File: config.mk
export PLATFORM = sky130hd
export DESIGN_NAME = aes_round_sequencer
export DESIGN_NICKNAME = d
export VERILOG_FILES = /design/src/rtl/aes_pkg.sv /design/src/rtl/step_prescaler.sv /design/src/rtl/aes_round_sequencer.sv
export SDC_FILE = /design/constraint.sdc
export NUM_CORES = 1
export LEC_CHECK = 0
export ABC_AREA = 1
export BUFFER_PORTS_ARGS = -buffer_cell sky130_fd_sc_hd__buf_2
export CAP_MARGIN = 10
export CORE_UTILIZATION = 64
export CTS_BUF_LIST = sky130_fd_sc_hd__clkbuf_16
export DETAILED_ROUTE_END_ITERATION = 10
export MAX_ROUTING_LAYER = met4
export PLACE_DENSITY = 0.85
export SLEW_MARGIN = 0
export SYNTH_ARGS = -nofsm -noshare
export SYNTH_HDL_FRONTEND = slang
export SYNTH_HIERARCHICAL = 1
export SYNTH_SLANG_ARGS = --single-unit
File: constraint.sdc
create_clock -name clk -period 3.17 [get_ports clk]
set_input_delay 0.4755 -clock clk [delete_from_list [all_inputs] [get_ports clk]]
set_output_delay 0.4755 -clock clk [all_outputs]
set_load 0.02 [all_outputs]
File: src/rtl/aes_pkg.sv
// Shared encodings for the AES round sequencer: key sizes, round limits
// and the controller state enum.
package aes_pkg;

  localparam logic [1:0] KS_128 = 2'd0;
  localparam logic [1:0] KS_192 = 2'd1;
  localparam logic [1:0] KS_256 = 2'd2;

  localparam int NR_BASE   = 10;
  localparam int MAX_ROUND = 28;

  typedef enum logic [1:0] {
    ST_IDLE = 2'd0,
    ST_RUN  = 2'd1,
    ST_DONE = 2'd2
  } state_t;

endpackage

File: src/rtl/step_prescaler.sv
// Down-counter that emits a one-cycle terminal-count tick every STEP_DIV
// enabled cycles; load forces the counter back to STEP_DIV-1.
module step_prescaler #(
  parameter int STEP_DIV = 50000000
) (
  input  logic clk,
  input  logic rst,
  input  logic en,
  input  logic load,
  output logic tick
);

  localparam int CW = (STEP_DIV > 1) ? $clog2(STEP_DIV) : 1;
  localparam logic [CW-1:0] RELOAD = CW'(STEP_DIV - 1);

  logic [CW-1:0] count;

  assign tick = en && (count == '0);

  always_ff @(posedge clk or posedge rst) begin
    if (rst) begin
      count <= RELOAD;
    end else if (load) begin
      count <= RELOAD;
    end else if (en) begin
      count <= (count == '0) ? RELOAD : count - CW'(1);
    end
  end

endmodule

File: src/rtl/aes_round_sequencer.sv
// Round controller for the AES demo top: latches the key size, then walks
// a shared round index through cipher (0..Nr) and decipher (Nr+1..2*Nr).
module aes_round_sequencer
  import aes_pkg::*;
#(
  parameter int STEP_DIV = 50000000,
  parameter int RW       = 5
) (
  input  logic          clk,
  input  logic          rst,
  input  logic          start,
  input  logic [1:0]    key_sel,
  input  logic          auto,
  input  logic          step,
  input  logic          match,
  output logic [RW-1:0] round,
  output logic [3:0]    nr,
  output logic [1:0]    sel_q,
  output logic          phase,
  output logic          busy,
  output logic          done,
  output logic          pass,
  output logic          err,
  output logic [1:0]    fsm_state
);

  // start and step are single-cycle pulses with no ready/backpressure:
  // start is accepted only in IDLE/DONE, step only in RUN with auto_q=0.
  state_t        state_q, state_d;
  logic [RW-1:0] round_d, last_round;
  logic [1:0]    sel_d;
  logic          auto_q, auto_d;
  logic          pass_d, err_d, done_d;
  logic          load, tick, adv;

  assign nr         = 4'd10 + {1'b0, sel_q, 1'b0};
  assign last_round = RW'({nr, 1'b0});
  assign phase      = (round > RW'(nr));
  assign busy       = (state_q == ST_RUN);
  assign fsm_state  = state_q;
  assign adv        = auto_q ? tick : step;

  step_prescaler #(.STEP_DIV(STEP_DIV)) u_prescaler (
    .clk  (clk),
    .rst  (rst),
    .en   (busy & auto_q),
    .load (load),
    .tick (tick)
  );

  always_comb begin
    state_d = state_q;
    round_d = round;
    sel_d   = sel_q;
    auto_d  = auto_q;
    pass_d  = pass;
    err_d   = err;
    done_d  = 1'b0;
    load    = 1'b0;
    case (state_q)
      ST_IDLE, ST_DONE: begin
        if (start) begin
          pass_d = 1'b0;
          if (key_sel == 2'd3) begin
            err_d   = 1'b1;
            state_d = ST_IDLE;
          end else begin
            err_d   = 1'b0;
            state_d = ST_RUN;
            round_d = '0;
            sel_d   = key_sel;
            auto_d  = auto;
            load    = 1'b1;
          end
        end
      end
      ST_RUN: begin
        if (adv) begin
          if (round < last_round) begin
            round_d = round + RW'(1);
          end else begin
            // round stays at 2*Nr so the display keeps the last decipher byte
            state_d = ST_DONE;
            done_d  = 1'b1;
            pass_d  = match;
          end
        end
      end
      default: state_d = ST_IDLE;
    endcase
  end

  always_ff @(posedge clk or posedge rst) begin
    if (rst) begin
      state_q <= ST_IDLE;
      round   <= '0;
      sel_q   <= KS_128;
      auto_q  <= 1'b0;
      pass    <= 1'b0;
      err     <= 1'b0;
      done    <= 1'b0;
    end else begin
      state_q <= state_d;
      round   <= round_d;
      sel_q   <= sel_d;
      auto_q  <= auto_d;
      pass    <= pass_d;
      err     <= err_d;
      done    <= done_d;
    end
  end

endmodule
; Word level (Yosys, flattened, before mapping)
; Cells that the tools add are included.
[classes]
addsub = 3
muxes = 25
n_lt_le_gt_ge = 2
n_eq_ne = 8
n_reduce_logical = 11
bitwise = 2
[ops]
columns = operator, count
row1 = 2-to-1 mux 26 bit, 3
row2 = logical NOT 26 bit, 1
row3 = subtractor 26 x 1 -> 26 bit (second input constant), 1
row4 = 2-to-1 mux 5 bit, 4
row5 = 2-to-1 mux 1 bit, 12
row6 = case mux 5 bit (2 select lines), 1
row7 = 2-to-1 mux 2 bit, 3
row8 = != test 2 bit (second input constant), 3
row9 = AND reduction 3 bit, 2
row10 = adder 5 x 1 -> 5 bit (second input constant), 1
row11 = greater-than comparator 5 x 4 -> 1 bit, 1
row12 = < comparator 5 bit, 1
row13 = AND reduction 5 bit, 1
row14 = adder 4 x 3 -> 4 bit (first input constant), 1
row15 = equality test 2 bit (second input constant), 2
row16 = != test 2 x 1 -> 1 bit (second input constant), 2
row17 = case mux 2 bit (2 select lines), 1
row18 = AND reduction 4 bit, 1
row19 = nonzero test 2 bit, 2
row20 = equality test 2 x 1 -> 1 bit (second input constant), 1
row21 = logical NOT 2 bit, 1
row22 = case mux 1 bit (2 select lines), 1
row23 = AND reduction 2 bit, 1
row24 = OR reduction 2 bit, 1
row25 = 3 further kinds, 3
[word_totals]
word_cells = 59
out_inout_bits = 18
inputBits = 8
register_bits = 39

; Longest topological paths before layout
[depth]
word_depth = 6
mapped_depth = 15
depth_no_buf = 15

; Hierarchy
; The synthesis kept the hierarchy.
[modules_own_cells]
columns = mod, n_inst, cells_per_inst, seq_area_each_um2, area_each_um2
row1 = step_prescaler, 1, 228, 673.1, 1736.7
row2 = aes_round_sequencer, 1, 110, 325.3, 844.6

; Worst setup path after synthesis
; OpenSTA, ideal clock, no wires.
[synth_timing]
path_kind = register to output
from = register sel_q[0]
to = output phase
t_required_ns = 2.694
stages_incl_launch_ff = 9
path_slack_ns = 1.046
n_path_buf = 0
t_arrival_ns = 1.649
path_cell_list = dfrtp_1 -> ha_1 -> inv_1 -> or2_2 -> nand2_1 -> nor2_1 -> nand3b_1 -> nand2_1 -> nand2_1
[synth_via]
elab_chain_len = 2
[synth_lines]
columns = item, line
row1 = "start, declared", aes_round_sequencer.sv:18  ; output logic [1:0] sel_q,
row2 = "start signal, assigned", aes_round_sequencer.sv:105  ; sel_q <= sel_d;
row3 = adder 4 x 3 -> 4 bit, aes_round_sequencer.sv:36  ; assign nr = 4'd10 + {1'b0, sel_q, 1'b0};
row4 = named net nr[2], aes_round_sequencer.sv:17  ; output logic [3:0] nr,
row5 = greater-than comparator 5 x 4 -> 1 bit, aes_round_sequencer.sv:38  ; assign phase = (round > RW'(nr));
row6 = "end, declared", aes_round_sequencer.sv:19  ; output logic phase,
; The timed path passes the listed nets, and every way through them passes these cells.

; Worst setup path after layout
[layout_timing]
from = register sel_q[0]
to = output phase
[layout_via]
elab_chain_len = 2
[layout_lines]
columns = item, line
row1 = adder 4 x 3 -> 4 bit, aes_round_sequencer.sv:36
row2 = greater-than comparator 5 x 4 -> 1 bit, aes_round_sequencer.sv:38
; Every way passes these cells.

==> summary.txt <==
Synthesis
  • Post-synthesis instance area: 2580 um2
  • Synth Area per Inst: 7.64 um2
  • Sequential fraction of the synthesis area: 0.387
  • Synth Net Count: 351
  • Ys flop type: dfrtp_1
  • EDFF count, synth: 0
  • Synth cell types: 41
  • Async SR Flop Fraction: 1.00
  • Gate Count Post-Synth: 338
  • Syn. warnings: 6
  • Yosys reg bits: 39

Worst setup path
  • Max FO, Critical Path: 5
  • Crit path max-delay cell type: dfrtp_1
  • Crit path from: sel_q[0]
  • Reg2reg start: fsm_state[1]
  • CP endpoint kind: output port
  • Startpoint Class: flop
  • Critical path class: flop to output port
  • Worst Path Required: 2.69 ns
  • Worst stage delay on the critical path: 0.43 ns
  • Critical path's top delay family: simple AND/OR/NAND/NOR gates
  • Critical path buffer and inverter count: 2
  • CP most frequent cell: nand2_1
  • Crit path cell chain: ha_1 -> inv_1 -> or2_2 -> nand2_1 -> nor2_1 -> nand3b_1 -> nand2_1 -> nand2_1 -> buf_2
  • Crit path DAT: 1.83 ns

STA
  • Hold Fails Final Rpt: 0
  • Unrepaired setup endpoints after global routing: false
  • Final period util: 0.728
  • Final setup TNS: 0 ns
  • Post-Route Skew: 0.00530 ns
  • Max-slew violations: 0
  • Slew Limit Headroom: 0.326
  • Tmin final: 2.31 ns
  • Final setup vio count: 0
  • Slew of the pin with the lowest slew margin: 1.01 ns
  • Fmax: 0.433 GHz

Clock network
  • Root Buffer: clkbuf_16
  • CTS Buf Count: 5
  • Setup bufs post-CTS: 0
  • Clock sinks: 39
  • Worst-skew pair later-pin latency: 0.28 ns
  • Post-CTS Resized: 0
  • Clk buf depth: 2
  • CTS tree: yes
  • Hold-fix buffers, CTS: 0
  • CTS H-Tree Depth: 2
  • Clk slew on worst S/H paths: 0.06 ns

Routing
  • Detailed Route Iter0 Violations: 204
  • WL per Instance: 14.5 um
  • First-pass DRT Iterations: 5
  • DR vias/cell: 5.57
  • DRC: 0
  • Via count: 2313
  • Routed wire length: 6030 um
  • Routed Antenna Nets: 0

Layout
  • Layout cells sized above 1: 0.289
  • P&R area growth vs syn: 11.7%
  • Finished Layout Cells: 415
  • Fill cells: 256
  • Post-route cell area: 2880 um2
  • # nets final: 379
  • Antenna Cells: 0
  • Commonest non-fill, non-tap cell in the layout: nand2_1
  • Most frequent cells in the layout: nand2_1 (80), nor2_1 (46), inv_1 (38), nand3_1 (27), buf_2 (24)

Floorplan
  • Die area: 4290 um2
  • Die width: 65.5 um
  • Die Ht: 65.5 um
  • Starting Density: 0.684
  • Ports: 26
  • Row cnt: 22
  • CORE AREA: 3770 um2

Place
  • Placed Area: 2740 um2
  • Placed insts: 407
  • GPL Wtd Cong: 0.990
  • Post-DP HPWL: 4240 um
  • Port Buffers: 24

Global routing
  • Antenna violations before repair: 0
  • Grt met2 use: 0.514
  • GR Util met1: 0.422
  • GR peak layer: met2
  • First-pass GRT wire length: 10000 um
  • Grt total ovfl: 0
  • M3 GR Usage: 0.0521
  • Vias in the first global route: 2202
  • Largest net degree at the start of global routing: 27
  • Total GRT Usage: 0.325

Job
  • Max Cap Viol: 0

Power and ir drop
  • Leak: 1.36 nW
  • VDD IR max: 662 uV
  • Pwr/cell area: 796 nW/um2

Status
  • Status: finished clean

Worst hold path
  • Worst Hold Class: primary input to asynchronous set/reset pin
-- path summary, 6_finish.rpt --
| check | end | slack, ns | cells past startpoint |
|---|---|---|---|
| max | phase | 0.86 | 9 |
| min in group clk | fsm_state[1] | 0.37 | 2 |
| max in group asynchronous | u_prescaler/count[24] | 2.12 | 2 |
| min | fsm_state[1] | 0.23 | 2 |
| max reg2reg | round[0] | 1.01 | 15 |
| min reg2reg | u_prescaler/count[23] | 0.52 | 2 |
-- cells in the mapped netlist, drive strengths merged (2+ instances only) --
master  instances  area [um2]
or2             6        37.5
dfstp          18         473
a21oi           6        30.0
nand3b          4        30.0
inv            44         170
dfrtp          21         526
nand3          39         263
ha              5        62.6
nor2           66         357
nand4           7        58.8
nand2          91         374
nor3            7        56.3
buf             3        23.8
o21ai          11        55.1
clkinv          2        8.75
-- registers in the layout, summed over array words and instances (netlist names) --
name and flops:
u_prescaler/count 26, sel_q 2, auto_q 1, err 1, pass 1, round 5
done 1, fsm_state 2
-- per-layer routing --
metal	up-vias	routed length [um]
met5	-	0
li1	1126	-
met2	100	2880
met1	1079	2670
met3	8	403
met4	0	72
-- per-stage QoR --
step	setup slack (ns)	hold WS [ns]	power (mW)	util
final	0.861	0.226	2.29	0.764
after global routing	0.734	0.283	2.45	0.764
after global placement	1.08	0.503	1.76	0.726
after detailed placement	1.00	0.510	1.77	0.726
after CTS	0.870	0.236	2.29	0.764
after floorplan	1.05	0.352	1.52	-
-- cells by family (layout without fill, tap and decap cells) --
kind of cell | after synthesis | count (layout) | synth area share
flip-flops | 39 | 39 | 0.387
other | 1 | 1 | 0.00145
AO/OA/AOI/OAI | 21 | 21 | 0.0441
XOR/XNOR | 2 | 2 | 0.00679
buffers and inverters | 49 | 78 | 0.0785
AND/OR/NAND/NOR | 221 | 221 | 0.458
adder cells (fa/ha/maj) | 5 | 5 | 0.0242
-- where the power goes --
part	internal [mW]	total [mW]	switching [mW]
Clock	0.290	0.493	0.204
Sequential	0.631	0.756	0.125
Combinational	0.342	1.04	0.703
Total	1.26	2.29	1.03
-- area by class of cell --
class,count,area [um2],area share
well taps,48,60.1,0.0208
clock buffers,5,125,0.0434
repair buffers,24,120,0.0417
inverters,46,179,0.0621
multi-input cells,250,1380,0.479
clock inverters,3,20.0,0.00694
flip-flops and latches,39,998,0.346
No activity file was read; power rests on OpenSTA's default activity.
